**src/rtl/spi_slave_sync.sv**
```systemverilog
// System-clocked SPI slave: synchronised pins, all four modes, valid/ready TX/RX words.
// Optional sticky ERR_OVR/ERR_UDR outputs when SPI_SLAVE_ERR_FLAGS_EN is defined.
module spi_slave_sync #(
    parameter int LEN_DATA  = 8,
    parameter bit CPOL      = 1'b0,
    parameter bit CPHA      = 1'b0,
    parameter bit LSB_FIRST = 1'b1
) (
    input  logic                CLK,
    input  logic                RST_N,
    input  logic                SCLK,
    input  logic                MOSI,
    input  logic                SS,
    output logic                MISO,
    input  logic [LEN_DATA-1:0] TX_DATA,
    input  logic                TX_VALID,
    output logic                TX_READY,
    output logic [LEN_DATA-1:0] RX_DATA,
    output logic                RX_VALID,
    input  logic                RX_READY,
    output logic                BUSY
`ifdef SPI_SLAVE_ERR_FLAGS_EN
    ,
    output logic                ERR_OVR,
    output logic                ERR_UDR
`endif
);

    localparam int CNT_W = $clog2(LEN_DATA);

    typedef enum logic [1:0] {IDLE, ARMED, ACTIVE} state_t;

    state_t              state_q, state_d;
    logic [1:0]          sclk_sync_q, mosi_sync_q, ss_sync_q;
    logic                sclk_prev_q;
    logic [CNT_W-1:0]    cnt_q, cnt_d;
    logic [LEN_DATA-1:0] tx_sh_q, tx_sh_d, rx_sh_q, rx_sh_d;
    logic [LEN_DATA-1:0] hold_q, hold_d, rx_data_q, rx_data_d;
    logic                hold_full_q, hold_full_d, rx_valid_q, rx_valid_d;
    logic                miso_q, miso_d;

    logic sclk_s, mosi_s, ss_s, lead_edge, trail_edge;
    logic in_word, do_sample, do_shift, word_done, do_load;
    logic [LEN_DATA-1:0] load_word, tx_shifted, rx_next;

    function automatic logic first_bit(input logic [LEN_DATA-1:0] w);
        return LSB_FIRST ? w[0] : w[LEN_DATA-1];
    endfunction

    assign sclk_s     = sclk_sync_q[1];
    assign mosi_s     = mosi_sync_q[1];
    assign ss_s       = ss_sync_q[1];
    assign lead_edge  = (sclk_prev_q == CPOL) && (sclk_s != CPOL);
    assign trail_edge = (sclk_prev_q != CPOL) && (sclk_s == CPOL);

    // NOTE: SS synchroniser resets low so a frame already running at reset release looks
    // "in progress" and IDLE keeps waiting for a genuine SS high before arming.
    always_ff @(posedge CLK or negedge RST_N) begin
        if (!RST_N) begin
            sclk_sync_q <= {2{CPOL}};
            mosi_sync_q <= 2'b00;
            ss_sync_q   <= 2'b00;
            sclk_prev_q <= CPOL;
        end else begin
            sclk_sync_q <= {sclk_sync_q[0], SCLK};
            mosi_sync_q <= {mosi_sync_q[0], MOSI};
            ss_sync_q   <= {ss_sync_q[0], SS};
            sclk_prev_q <= sclk_s;
        end
    end

    always_ff @(posedge CLK or negedge RST_N) begin
        if (!RST_N) state_q <= IDLE;
        else        state_q <= state_d;
    end

    always_comb begin
        state_d = state_q;
        case (state_q)
            IDLE:    if (ss_s)  state_d = ARMED;
            ARMED:   if (!ss_s) state_d = ACTIVE;
            ACTIVE:  if (ss_s)  state_d = ARMED;
            default:            state_d = IDLE;
        endcase
    end

    // In CPHA=0 the shift after the last sample is skipped: the next word is already on MISO.
    always_comb begin
        in_word   = (state_q == ACTIVE) && !ss_s;
        do_sample = in_word && (CPHA ? trail_edge : lead_edge);
        do_shift  = in_word && (CPHA ? lead_edge : trail_edge) && (CPHA || cnt_q != '0);
        word_done = do_sample && (cnt_q == CNT_W'(LEN_DATA - 1));
        do_load   = ((state_q == ARMED) && !ss_s) || word_done;
    end

    assign load_word  = hold_full_q ? hold_q : '1;
    assign tx_shifted = LSB_FIRST ? (tx_sh_q >> 1) : (tx_sh_q << 1);
    assign rx_next    = LSB_FIRST ? {mosi_s, rx_sh_q[LEN_DATA-1:1]}
                                  : {rx_sh_q[LEN_DATA-2:0], mosi_s};

    always_comb begin
        cnt_d       = cnt_q;
        tx_sh_d     = tx_sh_q;
        rx_sh_d     = rx_sh_q;
        rx_data_d   = rx_data_q;
        rx_valid_d  = rx_valid_q;
        hold_d      = hold_q;
        hold_full_d = hold_full_q;
        miso_d      = miso_q;

        if (!in_word)       cnt_d = '0;
        else if (do_sample) cnt_d = word_done ? '0 : cnt_q + 1'b1;

        if (do_sample) rx_sh_d = rx_next;

        if (word_done) begin
            rx_data_d  = rx_next;
            rx_valid_d = 1'b1;
        end else if (rx_valid_q && RX_READY) begin
            rx_valid_d = 1'b0;
        end

        // A load sees the pre-accept holding state; a same-cycle accept refills it.
        if (do_load) hold_full_d = 1'b0;
        if (TX_VALID && !hold_full_q) begin
            hold_full_d = 1'b1;
            hold_d      = TX_DATA;
        end

        if (do_load)       tx_sh_d = load_word;
        else if (do_shift) tx_sh_d = tx_shifted;

        if (state_d != ACTIVE)    miso_d = 1'b1;
        else if (do_load && !CPHA) miso_d = first_bit(load_word);
        else if (do_shift)         miso_d = CPHA ? first_bit(tx_sh_q) : first_bit(tx_shifted);
    end

    // NOTE: sequential state uses non-blocking assignments so every flop updates from pre-edge values.
    always_ff @(posedge CLK or negedge RST_N) begin
        if (!RST_N) begin
            cnt_q       <= '0;
            tx_sh_q     <= '1;
            rx_sh_q     <= '0;
            rx_data_q   <= '0;
            rx_valid_q  <= 1'b0;
            hold_q      <= '0;
            hold_full_q <= 1'b0;
            miso_q      <= 1'b1;
        end else begin
            cnt_q       <= cnt_d;
            tx_sh_q     <= tx_sh_d;
            rx_sh_q     <= rx_sh_d;
            rx_data_q   <= rx_data_d;
            rx_valid_q  <= rx_valid_d;
            hold_q      <= hold_d;
            hold_full_q <= hold_full_d;
            miso_q      <= miso_d;
        end
    end

    assign MISO     = miso_q;
    assign TX_READY = !hold_full_q;
    assign RX_DATA  = rx_data_q;
    assign RX_VALID = rx_valid_q;
    assign BUSY     = (state_q == ACTIVE);

`ifdef SPI_SLAVE_ERR_FLAGS_EN
    logic err_ovr_q, err_udr_q;

    always_ff @(posedge CLK or negedge RST_N) begin
        if (!RST_N) begin
            err_ovr_q <= 1'b0;
            err_udr_q <= 1'b0;
        end else begin
            err_ovr_q <= err_ovr_q | (word_done && rx_valid_q && !RX_READY);
            err_udr_q <= err_udr_q | (do_load && !hold_full_q);
        end
    end

    assign ERR_OVR = err_ovr_q;
    assign ERR_UDR = err_udr_q;
`endif

endmodule

```
**config.mk**
```make
export PLATFORM = sky130hd
export DESIGN_NAME = spi_slave_sync
export DESIGN_NICKNAME = d
export VERILOG_FILES = /design/src/rtl/spi_slave_sync.sv
export SDC_FILE = /design/constraint.sdc
export NUM_CORES = 1
export LEC_CHECK = 0
export ABC_AREA = 1
export CAP_MARGIN = 20
export CORE_ASPECT_RATIO = 0.6
export CORE_MARGIN = 3
export CORE_UTILIZATION = 53
export CTS_CLUSTER_SIZE = 30
export DETAILED_ROUTE_END_ITERATION = 6
export PLACE_DENSITY = 0.9
export REMOVE_ABC_BUFFERS = 1
export SLEW_MARGIN = 20
export SYNTH_ARGS = -nofsm -noshare
export SYNTH_HDL_FRONTEND = slang
export SYNTH_SLANG_ARGS = --single-unit
```
**constraint.sdc**
```tcl
create_clock -name CLK -period 1.75 [get_ports CLK]
set_input_delay 0.4375 -clock CLK [delete_from_list [all_inputs] [get_ports CLK]]
set_output_delay 0.4375 -clock CLK [all_outputs]
set_load 0.02 [all_outputs]
```
==> results.toml, run 1 <==
[yosys]
synthMuxAreaShare_pct = 1.81
synth_top_family_by_area = "simple AND/OR/NAND/NOR gates"
yosysTopAreaCell = "dfrtp_1"
synth_fa_ha_area_share_pct = 2.01
synthTopCellsByArea = "dfrtp_1, dfstp_2, nand2_1, nor2_1, inv_1"
syn-instance-count = 196
synth-simple-area-share_pct = 23.0
synth_area_um2 = 1870
ys_ff_latch = 45
yosys.area_share.xor_xnor_pct = 0
yosysUniqueCellTypes = 20
synth-warning-count = 0
syn_avg_cell_area_um2 = 9.54
synth_compound_area_share_pct = 7.02
yosysSeqAreaShare_pct = 60.7
synth_top_cell_area_share_pct = 49.5

[grt]
grtUsageMet1_pct = 27.4
grtUsageTotal_pct = 19.1
overflow = 0
use_met2_pct = 28.1
grt_max_degree = 21
grt_pass1_wl_um = 5980
top_usage_layer = "met2"
grt_pass1_vias = 1328
use_met3_pct = 5.36
antenna_found_initial = 0

[final_layout]
final_cell_mix = "nand2_1, dfrtp_1, nor2_1"
area_delta_synth_final_pct = 23.9
drive_above_1_share_pct = 15.5
antenna_cells = 0
final_nets = 249
final_core_util_pct = 69.8
final_common_cell = "nand2_1"

[min_path]
hold_path.class = "input pin to async pin"

[timing]
finalSetupViolations = 0
slew_headroom_pct = 69.6
hold-worst-slack_ns = 0.0903
setup_slack_ns = 0.0524
layout_worst_path_cycle_share_pct = 97.0
worst_pin_slew_ns = 0.457
slew_viol_final = 0
period_minus_slack_ns = 1.70
rsz0062_at_grt = "no"
fmaxAchievable_mhz = 589
final.setup_skew_ns = 0.00399
setup-tns-final_ns = 0
finalHoldViolCount = 0

[place]
place_hpwl_um = 2600
gp_congestion = 0.864
io_buffers = 26
dp_slack_ns = 0.100

[clock_network]
clk_pin_slew_ns = 0.08
numCtsBuffers = 5
root_buffer = "clkbuf_8"
cts_buffer_depth = 2
cts_tree = "built"
cts_hold_buf = 0
clock-sinks = 45
clk_latency_ns = 0.29
htree_levels = 2

[setup_path]
crit_fanout = 2
cp_cell_sequence = "clkdlybuf4s50_1"
reg2regPathDepth = 7
path_class = "flop to primary output"
critical_path_required_ns = 1.31
slowest_delay_ns = 0.61
reg2reg_from = "cnt_q[0]$_DFFE_PN0P_"
crit_path_end_kind = "primary output"
path_buf_inv = 1
ff2ff_setup_slack_ns = 0.17
r2r_end = "tx_sh_q[6]$_DFFE_PN1P_"
path_delay_family = "buffers and inverters"
crit_path_top_delay_cell = "clkdlybuf4s50_1"
cp-start-kind = "flop"
arrival_ns = 1.26

[power]
leakagePower_nw = 1.14
ir_drop_mv = 0.785
power_density_nw_per_um2 = 1140

[route]
viasPerCell = 5.01
drc = 0
routed_wl_um = 3580
drt_iter0_drc = 98
detail_route.wl_per_cell_um = 12.9
antenna_left = 0
via_count = 1388
dr.pass1.iters = 4

[floorplanning]
pin_count = 27
rows = 16
dieArea_um2 = 4300
fp.dieH_um = 52.0
die_w_um = 82.7
start_util_pct = 56.3
core_um2 = 3320

[run_status]
outcome = "complete, no violations"

[job]
drv_cap = 0
## Yosys cell counts
library cell,count
nor2_2,1
nand3_1,13
nand3_4,1
nand4_1,1
o21ai_2,3
buf_4,2
inv_2,2
nor2_1,24
nand2_4,1
a21oi_1,6
nand3b_1,1
nand2_2,3
nor2_8,1
dfrtp_1,37
mux2_2,3
o21ai_0,15
dfstp_2,8
ha_1,3
nand2_1,50
inv_1,21
## kinds of logic after synthesis
family / count (synthesis)
and+or+nand+nor: 96
muxes: 3
AOI/OAI and AO/OA: 24
adders and majority gates: 3
buffers and inverters: 25
DFF: 45
## flip-flops by register name (all words and copies together), names as in the netlist, 2 cells and up
signal and flops:
RX_DATA 8, hold_q 8, rx_sh_q 7, tx_sh_q 7, cnt_q 3, mosi_sync_q 2
sclk_sync_q 2, ss_sync_q 2, state_q 2
## layout make-up
type / count / area [µm²]
flip-flops and latches: 45 / 1140
fillers: 269 / 1000
multi-input cells: 126 / 633
repair buffers: 30 / 290
clock buffers: 7 / 86.3
inverters: 23 / 86.3
well taps: 45 / 56.3
clock inverters: 1 / 30.0
## repair_timing
item                       in CTS  in global routing
pin swaps                       0                  0
buffers inserted                0                  0
cloned                          0                  0
setup endpoints to repair       3                  1
resized for setup               3                  2
## per-layer routing
| metal | wire length [µm] | share of wire (%) |
|---|---|---|
| met1 | 1710 | 48 |
| met3 | 250 | 7.0 |
| met5 | 0 | 0 |
| met2 | 1590 | 44 |
| met4 | 30 | 0.84 |
## where the power goes
group | internal, W | switching, W
clock network | 0.000465 | 0.000323
registers | 0.00128 | 0.0000988
logic | 0.000207 | 0.000278
total | 0.00195 | 0.000700
## per-stage QoR
step / cells / power [W] / instance area [µm²]
2_1_floorplan: 194 / 0.00168 / 1860
3_3_place_gp: 269 / 0.00185 / 2210
3_5_place_dp: 269 / 0.00188 / 2210
4_1_cts: 277 / 0.00266 / 2320
5_1_grt: 277 / 0.00279 / 2320
6_report: 277 / 0.00265 / 2320
## worst max-delay path by stage
| stage | startpoint | to | cells past startpoint |
|---|---|---|---|
| 2_1_floorplan | hold_full_q$_DFFE_PN0P_ | hold_q[0]$_DFFE_PN0P_ | 3 |
| 3_3_place_gp | state_q[0]$_DFF_PN0_ | BUSY | 4 |
| 3_5_place_dp | state_q[0]$_DFF_PN0_ | BUSY | 4 |
| 4_1_cts | RX_DATA[1]$_DFFE_PN0P_ | RX_DATA[1] | 1 |
| 5_1_grt | RX_DATA[1]$_DFFE_PN0P_ | RX_DATA[1] | 1 |
| 6_report | RX_DATA[1]$_DFFE_PN0P_ | RX_DATA[1] | 1 |
Power figures use the tool's default switching activity.
==> inputs of run 2 (changes only) <==
--- a/config.mk
+++ b/config.mk
@@ -5,14 +5,13 @@
 export SDC_FILE = /design/constraint.sdc
 export NUM_CORES = 1
 export LEC_CHECK = 0
-export ABC_AREA = 1
 export CAP_MARGIN = 20
 export CORE_ASPECT_RATIO = 0.6
 export CORE_MARGIN = 3
-export CORE_UTILIZATION = 53
+export CORE_UTILIZATION = 52
 export CTS_CLUSTER_SIZE = 30
 export DETAILED_ROUTE_END_ITERATION = 6
-export PLACE_DENSITY = 0.9
+export PLACE_DENSITY = 0.89
 export REMOVE_ABC_BUFFERS = 1
 export SLEW_MARGIN = 20
 export SYNTH_ARGS = -nofsm -noshare
==> run 2 against run 1 <==
- cell count shrank 22%
- die area fell by 1.3%
- first-iteration DRC count fell by 22%
- global-route usage grew 0.41 points
- critical path type is now flop to flop
- synthesized cell count decreased by 33%
- count of clock-buffer cells in the layout down 2
- core utilization is 4.0 points higher
- combinational power is 3% higher
- non-clock buffer count up 7
- routed wire length rose by 0.31%
==> results.toml, run 2 <==
[timing]
slew_headroom_pct = 71.7
fmaxAchievable_mhz = 584
finalHoldViolCount = 0
final.setup_skew_ns = 0.00388
slew_viol_final = 0
worst_pin_slew_ns = 0.424
setup_slack_ns = 0.0391
layout_worst_path_cycle_share_pct = 97.8
period_minus_slack_ns = 1.71
finalSetupViolations = 0
hold-worst-slack_ns = 0.0626

[floorplanning]
dieArea_um2 = 4240
pin_count = 27
fp.dieH_um = 51.7
start_util_pct = 58.4
die_w_um = 82.1
core_um2 = 3100
rows = 15

[run_status]
outcome = "complete, no violations"

[clock_network]
root_buffer = "clkbuf_8"
htree_levels = 2
clk_latency_ns = 0.30
numCtsBuffers = 5
cts_tree = "built"
clk_pin_slew_ns = 0.08
clock-sinks = 45
cts_buffer_depth = 2
cts_hold_buf = 0

[yosys]
synth_most_common_cell = "dfrtp_1"
yosysSeqAreaShare_pct = 62.8
ys_ff_latch = 45
async_flop_share_pct = 100
synth-edff-count = 0
synthTopCellsByArea = "dfrtp_1, mux2_2, dfstp_2, mux2i_1, a21oi_1"
synth_area_um2 = 1810
yosysTopAreaCell = "dfrtp_1"
synth_top_cell_area_share_pct = 51.2
yosysUniqueCellTypes = 29
syn_avg_cell_area_um2 = 13.7
synth_flop_cell = "dfrtp_1"
syn-instance-count = 132
synth.top_cells.by_count = "dfrtp_1, mux2_2, a21oi_1"
synth-warning-count = 0

[setup_path]
reg2reg_from = "cnt_q[0]$_DFFE_PN0P_"
critical_path_required_ns = 1.94
reg2regPathDepth = 4
crit_path_end_kind = "flop"
path_class = "flop to flop"
r2r_end = "RX_DATA[1]$_DFFE_PN0P_"
arrival_ns = 1.90
cp-start-kind = "flop"
ff2ff_setup_slack_ns = 0.04
crit_fanout = 9

[route]
dr.pass1.iters = 4
drt_iter0_drc = 76
drc = 0
viasPerCell = 5.35
routed_wl_um = 3590
antenna_left = 0
via_count = 1150
detail_route.wl_per_cell_um = 16.7

[final_layout]
drive_above_1_share_pct = 30.6
final_nets = 190
fillCellCount = 186
area_delta_synth_final_pct = 26.3
final_cell_mix = "dfrtp_1, mux2_2, clkdlybuf4s50_1"
final_core_util_pct = 73.7
final_cells = 215
fin_area_um2 = 2280
final_common_cell = "dfrtp_1"
antenna_cells = 0

[job]
drv_cap = 0

[place]
place_hpwl_um = 2540
gp_congestion = 0.762
dpl_cell_area_um2 = 2170
dp_slack_ns = 0.0600
io_buffers = 26
dp.cells = 205

[grt]
grt_pass1_vias = 1218
grt_pass1_wl_um = 5810
overflow = 0
antenna_found_initial = 0
grtUsageTotal_pct = 19.5
grt_max_degree = 19

[power]
leakagePower_nw = 1.12
ir_drop_mv = 0.739
power_density_nw_per_um2 = 1120

[min_path]
hold_path.class = "input pin to async pin"
[run 2: cell types whose count changed in the layout (fill, tap and decap cells not counted), sizes merged, moves of 4 or more]
cell,change
a21oi,+4
buf,+7
inv,-18
mux2,+19
mux2i,+6
nand2,-49
nand3,-13
nor2,-24
nor3,+6
o21ai,-15
[run 2: final cells by class]
type,count,area [µm²],share of cell area (%)
timing repair buffer,37,352,15.4
tap,42,52.6,2.30
clock buffer,5,68.8,3.01
multi-input combinational,77,634,27.8
clock inverter,3,17.5,0.767
sequential,45,1140,49.8
inverter,6,22.5,0.986
[run 2: repair_timing]
action,CTS,global route
endpoints found under the setup margin,3,8
gates resized for setup,3,7
gates cloned,0,1
buffers inserted,0,1
[run 2: how the worst max path moves through the flow]
stage	slack, ns	start	cells after the start	end
floorplan	0.1	cnt_q[0]$_DFFE_PN0P_	5	MISO$_DFFE_PN1P_
global placement	0.11	TX_VALID	4	hold_q[6]$_DFFE_PN0P_
detailed placement	0.06	TX_VALID	4	hold_q[4]$_DFFE_PN0P_
CTS	0.02	RX_DATA[3]$_DFFE_PN0P_	1	RX_DATA[3]
global route	-0.04	cnt_q[0]$_DFFE_PN0P_	4	RX_DATA[2]$_DFFE_PN0P_
finish	0.04	cnt_q[0]$_DFFE_PN0P_	4	RX_DATA[1]$_DFFE_PN0P_
[run 2: metal layers]
| layer | GRT usage, % | routed length (µm) | share of wire, % |
|---|---|---|---|
| met2 | 32.4 | 1850 | 51 |
| met3 | 7.44 | 125 | 3.5 |
| met5 | 0 | 0 | 0 |
| met4 | 8.56 | 66 | 1.8 |
| met1 | 22.6 | 1550 | 43 |
[run 2: power by group]
group	total, W	switching [W]	leakage (nW)	internal (W)
logic	0.000501	0.000239	0.518	0.000261
clock network	0.000625	0.000349	0.0439	0.000276
registers	0.00144	0.000131	0.560	0.00131
total	0.00256	0.000720	1.12	0.00184
[run 2: kinds of logic (layout without fill, tap and decap cells)]
kind of cell | Yosys count | count (layout) | synth area share, %
DFF | 45 | 45 | 62.8
muxes | 28 | 28 | 17.0
and+or+nand+nor | 27 | 27 | 8.93
AOI/OAI and AO/OA | 18 | 18 | 6.09
buffers and inverters | 10 | 51 | 2.56
adders and majority gates | 3 | 3 | 2.08
xor gates and xnor gates | 1 | 1 | 0.485
[run 2: worst max-delay path, stage by stage (launching register included)]
cell and delay (ns):
dfrtp_1 0.40, ha_1 0.18, ha_1 0.19, and3_1 0.43, mux2_2 0.39
[run 2: metrics by stage]
stage / power [W] / setup TNS (ns)
floorplan: 0.00172 / 0
global placement: 0.00189 / 0
detailed placement: 0.00195 / 0
CTS: 0.00256 / 0
global route: 0.00269 / -0.214
finish: 0.00256 / 0
